===== src/rtl/pwm_servo_decoder_if.sv =====
// Signal bundle between a servo PWM source and the pulse-width decoder.
interface pwm_servo_decoder_if;
   logic [3:0] servo_in;
   logic [7:0] angle1;
   logic [7:0] angle2;
   logic [7:0] angle3;
   logic [7:0] angle4;
   logic [3:0] valid;
   logic [3:0] new_angle;
   logic [3:0] err;

   modport master (
      output servo_in,
      input  angle1, angle2, angle3, angle4, valid, new_angle, err
   );

   modport slave (
      input  servo_in,
      output angle1, angle2, angle3, angle4, valid, new_angle, err
   );
endinterface


===== src/rtl/pwm_servo_decoder.sv =====
// 4-channel servo PWM high-time decoder with a shared angle converter.
//
// Channel FSM
//   state    | meaning
//   WAIT_LOW | waiting to see the line low before trusting edges
//   LOW      | line low, waiting for a rising edge
//   HIGH     | counting high time of the current pulse
//
// Converter FSM
//   state    | meaning
//   CV_IDLE  | round-robin pick of a pending channel, load remainder
//   CV_SUB   | repeated subtraction of CYC_PER_DEG, one degree per cycle
//   CV_DONE  | publish angle, set valid, clear err and pend
module pwm_servo_decoder #(
   parameter int MIN_CYCLES       = 27200,
   parameter int CYC_PER_DEG      = 515,
   parameter int MAX_ANGLE        = 180,
   parameter int MAX_PULSE_CYCLES = 130000,
   parameter int TIMEOUT_CYCLES   = 2000000
) (
   input  logic           clk,
   input  logic           rst,
   pwm_servo_decoder_if.slave bus
);

   localparam logic [17:0] MIN_C  = 18'(MIN_CYCLES);
   localparam logic [17:0] CPD_C  = 18'(CYC_PER_DEG);
   localparam logic [7:0]  MAXA_C = 8'(MAX_ANGLE);
   localparam logic [17:0] MAXP_M1 = 18'(MAX_PULSE_CYCLES - 1);
   localparam logic [20:0] TO_LIM = 21'(TIMEOUT_CYCLES);
   localparam logic [20:0] TO_M1  = 21'(TIMEOUT_CYCLES - 1);

   typedef enum logic [1:0] {WAIT_LOW, LOW, HIGH} ch_state_t;
   typedef enum logic [1:0] {CV_IDLE, CV_SUB, CV_DONE} cv_state_t;

   logic [3:0]  s0, s1, s_prev;
   logic [1:0]  fill;
   logic        sync_ok;
   logic [3:0]  rise, fall;

   ch_state_t   ch_state [4];
   logic [17:0] cnt [4];
   logic [20:0] to_cnt [4];
   logic [17:0] pend_width [4];
   logic [3:0]  pend;
   logic [3:0]  valid_r;
   logic [3:0]  err_r;

   cv_state_t   cv_state;
   logic [1:0]  sel;
   logic [1:0]  last;
   logic [17:0] rem;
   logic [7:0]  q;
   logic [7:0]  angle_r [4];
   logic [3:0]  new_angle_r;

   logic [3:0]  done_hit;
   logic [1:0]  pick;
   logic        pick_ok;
   logic [1:0]  idx;

   assign sync_ok = (fill == 2'd2);
   assign rise    = s1 & ~s_prev;
   assign fall    = ~s1 & s_prev;

   // Two-flop synchroniser, edge-detect history, and a fill counter so the
   // reset value of the synchroniser is never mistaken for a real low.
   always_ff @(posedge clk or posedge rst) begin
      if (rst) begin
         s0     <= '0;
         s1     <= '0;
         s_prev <= '0;
         fill   <= '0;
      end else begin
         s0     <= bus.servo_in;
         s1     <= s0;
         s_prev <= s1;
         if (fill != 2'd2) fill <= fill + 2'd1;
      end
   end

   // Channel currently being published by the converter.
   always_comb begin
      done_hit = '0;
      if (cv_state == CV_DONE) done_hit[sel] = 1'b1;
   end

   // Round-robin pick starting with the channel after the last one served.
   always_comb begin
      pick    = '0;
      pick_ok = 1'b0;
      idx     = '0;
      for (int k = 1; k <= 4; k++) begin
         idx = last + 2'(k);
         if (!pick_ok && pend[idx]) begin
            pick    = idx;
            pick_ok = 1'b1;
         end
      end
   end

   // Per-channel pulse measurement, timeout and status flags.
   always_ff @(posedge clk or posedge rst) begin
      if (rst) begin
         for (int i = 0; i < 4; i++) begin
            ch_state[i]   <= WAIT_LOW;
            cnt[i]        <= '0;
            to_cnt[i]     <= '0;
            pend_width[i] <= '0;
         end
         pend    <= '0;
         valid_r <= '0;
         err_r   <= '0;
      end else begin
         for (int i = 0; i < 4; i++) begin
            // Converter release first so a same-cycle capture keeps pend set.
            if (done_hit[i]) begin
               pend[i]    <= 1'b0;
               valid_r[i] <= 1'b1;
               err_r[i]   <= 1'b0;
            end

            if (rise[i])
               to_cnt[i] <= '0;
            else if (to_cnt[i] != TO_LIM)
               to_cnt[i] <= to_cnt[i] + 21'd1;

            if (!rise[i] && to_cnt[i] >= TO_M1)
               valid_r[i] <= 1'b0;

            case (ch_state[i])
               WAIT_LOW: begin
                  if (sync_ok && !s1[i]) ch_state[i] <= LOW;
               end
               LOW: begin
                  if (rise[i]) begin
                     cnt[i]      <= 18'd1;
                     ch_state[i] <= HIGH;
                  end
               end
               HIGH: begin
                  if (fall[i]) begin
                     pend_width[i] <= cnt[i];
                     pend[i]       <= 1'b1;
                     ch_state[i]   <= LOW;
                  end else if (cnt[i] >= MAXP_M1) begin
                     err_r[i]    <= 1'b1;
                     ch_state[i] <= WAIT_LOW;
                  end else begin
                     cnt[i] <= cnt[i] + 18'd1;
                  end
               end
               default: ch_state[i] <= WAIT_LOW;
            endcase
         end
      end
   end

   // Shared width-to-angle converter: floor division by repeated subtraction.
   always_ff @(posedge clk or posedge rst) begin
      if (rst) begin
         cv_state    <= CV_IDLE;
         sel         <= '0;
         last        <= 2'd3;
         rem         <= '0;
         q           <= '0;
         new_angle_r <= '0;
         for (int i = 0; i < 4; i++) angle_r[i] <= '0;
      end else begin
         new_angle_r <= '0;
         case (cv_state)
            CV_IDLE: begin
               if (pick_ok) begin
                  sel      <= pick;
                  rem      <= (pend_width[pick] < MIN_C) ? '0 : pend_width[pick] - MIN_C;
                  q        <= '0;
                  cv_state <= CV_SUB;
               end
            end
            CV_SUB: begin
               if (rem >= CPD_C && q < MAXA_C) begin
                  rem <= rem - CPD_C;
                  q   <= q + 8'd1;
               end else begin
                  cv_state <= CV_DONE;
               end
            end
            CV_DONE: begin
               angle_r[sel]     <= q;
               new_angle_r[sel] <= 1'b1;
               last             <= sel;
               cv_state         <= CV_IDLE;
            end
            default: cv_state <= CV_IDLE;
         endcase
      end
   end

   assign bus.angle1    = angle_r[0];
   assign bus.angle2    = angle_r[1];
   assign bus.angle3    = angle_r[2];
   assign bus.angle4    = angle_r[3];
   assign bus.valid     = valid_r;
   assign bus.new_angle = new_angle_r;
   assign bus.err       = err_r;

endmodule


===== src/flat_wrapper.sv =====
// flat-port wrapper written by rule: the top's interface ports become plain ports
module pwm_servo_decoder_flat 
#(
   parameter int MIN_CYCLES       = 27200,
   parameter int CYC_PER_DEG      = 515,
   parameter int MAX_ANGLE        = 180,
   parameter int MAX_PULSE_CYCLES = 130000,
   parameter int TIMEOUT_CYCLES   = 2000000
)
  (clk, rst, bus_servo_in, bus_angle1, bus_angle2, bus_angle3, bus_angle4, bus_valid, bus_new_angle, bus_err);
  pwm_servo_decoder_if bus_i ();
  input  logic clk;
  input  logic rst;
  input wire logic [$bits(bus_i.servo_in)-1:0] bus_servo_in;
  output wire logic [$bits(bus_i.angle1)-1:0] bus_angle1;
  output wire logic [$bits(bus_i.angle2)-1:0] bus_angle2;
  output wire logic [$bits(bus_i.angle3)-1:0] bus_angle3;
  output wire logic [$bits(bus_i.angle4)-1:0] bus_angle4;
  output wire logic [$bits(bus_i.valid)-1:0] bus_valid;
  output wire logic [$bits(bus_i.new_angle)-1:0] bus_new_angle;
  output wire logic [$bits(bus_i.err)-1:0] bus_err;
  assign bus_i.servo_in = bus_servo_in;
  assign bus_angle1 = bus_i.angle1;
  assign bus_angle2 = bus_i.angle2;
  assign bus_angle3 = bus_i.angle3;
  assign bus_angle4 = bus_i.angle4;
  assign bus_valid = bus_i.valid;
  assign bus_new_angle = bus_i.new_angle;
  assign bus_err = bus_i.err;
  pwm_servo_decoder #(.MIN_CYCLES(MIN_CYCLES), .CYC_PER_DEG(CYC_PER_DEG), .MAX_ANGLE(MAX_ANGLE), .MAX_PULSE_CYCLES(MAX_PULSE_CYCLES), .TIMEOUT_CYCLES(TIMEOUT_CYCLES)) u_core (.clk(clk), .rst(rst), .bus(bus_i));
endmodule

===== config.mk =====
export PLATFORM = sky130hd
export DESIGN_NAME = pwm_servo_decoder_flat
export DESIGN_NICKNAME = d
export VERILOG_FILES = /design/src/rtl/pwm_servo_decoder_if.sv /design/src/rtl/pwm_servo_decoder.sv /design/src/flat_wrapper.sv
export SDC_FILE = /design/constraint.sdc
export NUM_CORES = 1
export LEC_CHECK = 0
export CORE_MARGIN = 1.5
export CORE_UTILIZATION = 63
export CTS_BUF_LIST = sky130_fd_sc_hd__clkbuf_16
export DETAILED_ROUTE_END_ITERATION = 10
export PLACE_DENSITY_LB_ADDON = 0.12
export SETUP_SLACK_MARGIN = 0.2
export SKIP_CTS_REPAIR_TIMING = 1
export SYNTH_ARGS = -nofsm -noshare
export SYNTH_HDL_FRONTEND = slang
export SYNTH_SLANG_ARGS = --single-unit

===== constraint.sdc =====
create_clock -name clk -period 17.26 [get_ports clk]
set_clock_uncertainty 0.1 [all_clocks]
set_input_delay 1.726 -clock clk [delete_from_list [all_inputs] [get_ports clk]]
set_output_delay 1.726 -clock clk [all_outputs]
set_load 0.02 [all_outputs]

==> results of run 1 <==
layout make-up:
type                            instances  share of cell area
Inverter                               41             0.00912
Timing Repair Buffer                   62              0.0339
Tap cell                              324              0.0229
Multi-Input combinational cell       1130               0.402
Clock buffer                           37              0.0523
Sequential cell                       330               0.467
Clock inverter                         25              0.0136
how the worst min path moves through the flow:
| stage | from | endpoint | slack (ns) | depth (start not counted) |
|---|---|---|---|---|
| CTS | u_core.s0[2] | u_core.s1[2] | 0.25 | 0 |
| global route | u_core.s0[3] | u_core.s1[3] | 0.26 | 0 |
| detailed placement | u_core.s0[3] | u_core.s1[3] | 0.24 | 0 |
| global placement | u_core.s0[0] | u_core.s1[0] | 0.23 | 0 |
| finish | u_core.s0[1] | u_core.s1[1] | 0.25 | 0 |
| floorplan | u_core.s0[0] | u_core.s1[0] | 0.23 | 0 |
cell families (layout without fill, tap and decap cells):
family / Yosys count / count (layout) / share of synthesized area
AOI/OAI and AO/OA: 193 / 193 / 0.0824
xor gates and xnor gates: 121 / 121 / 0.0672
adders and majority gates: 16 / 16 / 0.0127
buffers and inverters: 92 / 165 / 0.0259
DFF: 330 / 330 / 0.524
muxes: 120 / 120 / 0.0838
and+or+nand+nor: 680 / 680 / 0.204
metal layers:
metal  GRT usage  vias up  wire length [µm]  part of all wire
met5           0        -                 0                 0
li1            -     5498                 -                 -
met3      0.0349       61              1350             0.040
met2       0.445      247             16400              0.49
met1       0.366     5674             15000              0.45
met4      0.0863        0               820             0.024
where the power goes:
| group | leakage (nW) | total (W) | internal, W | switching [W] |
|---|---|---|---|---|
| combinational | 3.09 | 0.000525 | 0.000217 | 0.000308 |
| sequential | 4.46 | 0.000956 | 0.000857 | 0.0000996 |
| clock | 0.590 | 0.000764 | 0.000462 | 0.000302 |
critical path, stage by stage (launching register included):
cell      delay (ns)
dfrtp_1         0.42
ha_1            0.26
nor3_1          0.22
nand3_1         0.16
o21a_1          0.23
nand2b_4        0.17
o41ai_4         0.94
o21a_1          0.73
nor2_1          0.17
a31oi_1         0.22
nor2_1          0.05
flip-flops by register name, indices dropped and copies added (netlist names), 18 cells and up:
name,count
u_core.to_cnt,84
u_core.cnt,72
u_core.pend_width,72
u_core.rem,18
cell usage in the layout, fill, tap and decap left out, types with 29 or more instances in the layout:
cell type and count:
a21oi_1 58, nand3_1 58, inv_1 44, or3_1 29, clkdlybuf4s50_1 49, and3_1 32, xnor2_1 45, xor2_1 76
nor3_1 36, dfrtp_1 328, o21ai_0 47, nor2_1 205, nand2_1 200, mux2_2 87, mux2i_1 30, clkbuf_16 37
nand4_1 32
through the flow:
step | power [W] | instances | instance area (µm²) | hold slack, ns | worst slack (ns)
floorplan | 0.00137 | 1552 | 15800 | 0.231 | 6.30
detailed placement | 0.00149 | 1887 | 16500 | 0.237 | 13.20
global route | 0.00236 | 1949 | 17700 | 0.259 | 13.15
CTS | 0.00225 | 1949 | 17700 | 0.254 | 13.47
finish | 0.00225 | 1949 | 17700 | 0.252 | 13.46
global placement | 0.00147 | 1887 | 16500 | 0.233 | 13.21
==> flow_summary_export.csv, run 1 <==
group,metric,value,unit
setup_path,cp-startpoint,"u_core.rem[0]",
clock_tree,worstSkewPairLatency,0.52,ns
setup_path,r2r_slack,13.46,ns
power_and_ir_drop,power_density,127,nW/µm²
layout,final_core_util,0.724,
synth,yosysSeqAreaShare,0.524,
grt,grt_max_degree,198,
clock_tree,cts_buffer_depth,3,
clock_tree,cts_sinks,330,
detailed_routing,via_per_inst,5.89,
placed_design,dp_hpwl,22.3,mm
detailed_routing,antenna_left,0,
synth,synth_cell_type_count,80,
layout,layout.nets,1622,
power_and_ir_drop,leakage,8.14,nW
detailed_routing,wl,33.5,mm
detailed_routing,drt_pass1_iterations,5,
setup_path,rr_worst_depth,10,
detailed_routing,drc,0,
layout,syn2layout_area_growth,12.3,%
timing,maxSlewViolCount,0,
synth,synth_fp_nets,1574,
grt,grt.overflow.total,0,
detailed_routing,wl_per_cell,17.2,µm
synth,synthFlopType,"dfrtp_1",
synth,synth-seq-cells,330,
placed_design,place.gp.congestion,0.867,
timing,setup_violations,0,
grt,grt_pass1_wl,56.0,mm
floorplan,core,24500,µm²
timing,fin_crit_sh,0.220,
synth,synthCells,1552,
synth,synth_enable_flop_cells,0,
timing,max_freq,263,MHz
power_and_ir_drop,peakVddDrop,0.0807,mV
setup_path,worstSetupEndpoint,"u_core.q[7]",
job,drv_cap,0,
synth,ys_top_cells_by_count,"dfrtp_1, nor2_1, nand2_1",
timing,rsz0062_at_grt,"false",
setup_path,r2r_start,"u_core.rem[0]",
floorplan,die_width,161,µm
placed_design,port_buffers,49,
hold_path,hold_path_class,"flop to flop",
setup_path,start_kind,"flop",
synth,yosysMostFrequentCell,"dfrtp_1",
grt,gr-usage-all-layers,0.267,
clock_tree,cts_tree,"built",
clock_tree,cts_inserted_buffers,35,
layout,drive_above_1_share,0.108,
setup_path,rr_endpoint,"u_core.q[7]",
floorplan,dieArea,26000,µm²
layout,seqCellArea,8260,µm²
synth,netlist_area,15800,µm²
timing,tightest_slew,1.19,ns
timing,fin_crit,3.80,ns
floorplan,start_util,0.645,
synth,synth.largest_area_cell,"dfrtp_1",
synth,synth.top_cells.by_area,"dfrtp_1, mux2_2, nor2_1, nand2_1, xor2_1",
clock_tree,htree_levels,2,
grt,antenna_found_initial,0,
setup_path,worstPathArrival,4.10,ns
layout,insertedDiodeCount,0,
setup_path,worstPathMaxFanout,23,
timing,hold_viol,0,
setup_path,worstPathRequired,17.56,ns
synth,yosysWarnings,0,
timing,fin_tns_setup,0,ns
detailed_routing,drtIter0Drc,1126,
layout,multi_input_area,7110,µm²
layout,fillers,1774,
detailed_routing,dr_total_vias,11480,
floorplan,dieHeight,161,µm
clock_tree,root_buffer,"clkbuf_16",
clock_tree,path_clk_slew,0.06,ns
synth,synthArstFlopShare,1.00,
floorplan,fp-row-count,57,
timing,maxSlewHeadroom,0.205,
setup_path,crit_type,"flop to flop",
synth,yosysTopAreaCellShare,0.521,
floorplan,ioPinCount,50,
synth,avgSynthCellArea,10.2,µm²
grt,grt_pass1_vias,11093,
run_status,status,"completed",
setup_path,endpoint_kind,"flop",
Note: power is estimated with default switching activity, not from simulation.
==> run 2: changes to the inputs <==
- CORE_UTILIZATION: 63 -> 62
- clock period: 17.26 -> 3.7 ns (I/O delays scaled with it)
==> run 2 against run 1 <==
Effect of this change:
- total power rose to 4.6 times the previous value
- register-to-register slack got worse by 13 ns
- clock power rose to 4.4 times the previous value
- largest cell class unchanged
- cell count rose by 1.7%
- design area rose by 1.2%
- critical path type unchanged
- global-route usage fell by 0.42 points
==> flow_summary_export.csv, run 2 (synthesis gave the netlist of run 1 again) <==
group,metric,value,unit
run_status,status,"completed",
layout,final_core_util,0.716,
detailed_routing,drc,0,
grt,grt.overflow.total,0,
layout,insertedDiodeCount,0,
layout,largest_register_ffs,84,
clock_tree,cts_sinks,330,
job,drv_cap,0,
floorplan,dieHeight,162,µm
clock_tree,cts_buffer_depth,3,
grt,gr-usage-all-layers,0.263,
floorplan,die_width,162,µm
detailed_routing,via_per_inst,5.86,
detailed_routing,drt_pass1_iterations,8,
timing,rsz0062_at_grt,"false",
hold_path,hold_path_class,"primary input to flop",
clock_tree,cts_inserted_buffers,35,
setup_path,cpMaxStageDelayCell,"dfstp_2",
clock_tree,cts_tree,"built",
floorplan,ioPinCount,50,
layout,final_cell_mix,"dfrtp_1, nor2_1, nand2_1, mux2_2, xor2_1",
layout,design_area,17900,µm²
layout,layout.nets,1650,
placed_design,place_ws,0.387,ns
setup_path,crit_buf_inv,4,
setup_path,crit_path_cell_trace,"nor2b_1, o21ai_1, nand3_2, buf_4, nand2_1, a32oi_1, inv_1, ha_1, inv_1, nor3b_2, o311ai_2, a311oi_4, nor2_4, buf_12, a221o_2",
power_and_ir_drop,p_total,0.0104,W
detailed_routing,wl_per_cell,17.1,µm
layout,layout_commonest_cell,"dfrtp_1",
timing,max_freq,300,MHz
power_and_ir_drop,leakage,8.26,nW
timing,maxSlewViolCount,0,
layout,regMostFlops,"u_core.to_cnt",
clock_tree,htree_levels,2,
setup_path,cpMostUsedCell,"inv_1",
setup_path,path_delay_family,"compound AO/OA/AOI/OAI gates",
power_and_ir_drop,power_density,580,nW/µm²
setup_path,start_kind,"flop",
timing,fin_ws,0.372,ns
detailed_routing,wl,33.8,mm
floorplan,core,25000,µm²
clock_tree,worstSkewPairLatency,0.51,ns
placed_design,place.gp.congestion,0.883,
clock_tree,path_clk_slew,0.06,ns
layout,syn2layout_area_growth,13.7,%
floorplan,dieArea,26400,µm²
setup_path,crit_type,"flop to flop",
power_and_ir_drop,peakVddDrop,0.374,mV
grt,antenna_found_initial,0,
placed_design,dpl_cell_area,16800,µm²
timing,setup_violations,0,
placed_design,port_buffers,49,
layout,top_regs,"u_core.to_cnt: 84 flops, u_core.cnt: 72 flops, u_core.pend_width: 72 flops",
detailed_routing,dr_total_vias,11613,
timing,fin_crit_sh,0.899,
detailed_routing,drtIter0Drc,938,
setup_path,endpoint_kind,"flop",
floorplan,fp-row-count,58,
placed_design,dp_hpwl,23.8,mm
layout,drive_above_1_share,0.122,
timing,fin_crit,3.33,ns
setup_path,critPathMaxStageDelay,0.53,ns
setup_path,worstPathArrival,3.62,ns
grt,grt_pass1_vias,11195,
setup_path,worstPathMaxFanout,13,
grt,grt_pass1_wl,55.8,mm
timing,hold_viol,0,
timing,tightest_slew,0.921,ns
floorplan,start_util,0.630,
grt,grt_max_degree,53,
timing,maxSlewHeadroom,0.385,
detailed_routing,antenna_left,0,
setup_path,worstPathRequired,4.00,ns
clock_tree,root_buffer,"clkbuf_16",
## run 2: worst register-to-register path, cell delays in order (launching register included)
cell and delay, ns:
dfstp_2 0.53, nor2b_1 0.05, o21ai_1 0.18, nand3_2 0.19, buf_4 0.24, nand2_1 0.08
a32oi_1 0.09, inv_1 0.09, ha_1 0.15, inv_1 0.06, nor3b_2 0.23, o311ai_2 0.17
a311oi_4 0.44, nor2_4 0.08, buf_12 0.15, a221o_2 0.35
## run 2: path summary, 6_finish.rpt
| path | startpoint | end | slack [ns] | cells past startpoint |
|---|---|---|---|---|
| max in group asynchronous | rst | u_core.pend_width[15] | 2.38 | 3 |
| worst min-delay path | bus_servo_in[2] | u_core.s0[2] | 0.19 | 1 |
| worst max register to register | u_core.last[0] | u_core.rem[12] | 0.37 | 15 |
| worst max-delay path | u_core.last[0] | u_core.rem[12] | 0.37 | 15 |
| worst min register to register | u_core.s0[3] | u_core.s1[3] | 0.25 | 0 |
| min in group asynchronous | rst | u_core.pend_width[60] | 0.31 | 2 |
## run 2: layout make-up
cell class	count	area, µm²
inverters	41	158
clock inverters	25	161
multi-input cells	1130	7120
repair buffers	90	886
fillers	1853	7120
well taps	330	413
flip-flops and latches	330	8260
clock buffers	37	926
## run 2: metrics by stage
step                cells  TNS (ns)  hold WS [ns]
global route         1983         0         0.188
global placement     1918         0         0.233
CTS                  1980         0         0.179
floorplan            1552   -385.41         0.231
finish               1983         0         0.194
detailed placement   1918         0         0.239
## run 2: power breakdown
part | switching [W] | internal (W) | total, W
clock | 0.00139 | 0.00194 | 0.00333
combinational | 0.00150 | 0.00111 | 0.00262
sequential | 0.000456 | 0.00400 | 0.00445
## run 2: metal layers
| layer | vias up | part of all wire | track usage |
|---|---|---|---|
| met4 | 0 | 0.017 | 0.0734 |
| met5 | - | 0 | 0 |
| met2 | 261 | 0.48 | 0.433 |
| met3 | 50 | 0.042 | 0.0387 |
| met1 | 5729 | 0.46 | 0.365 |
| li1 | 5573 | - | - |
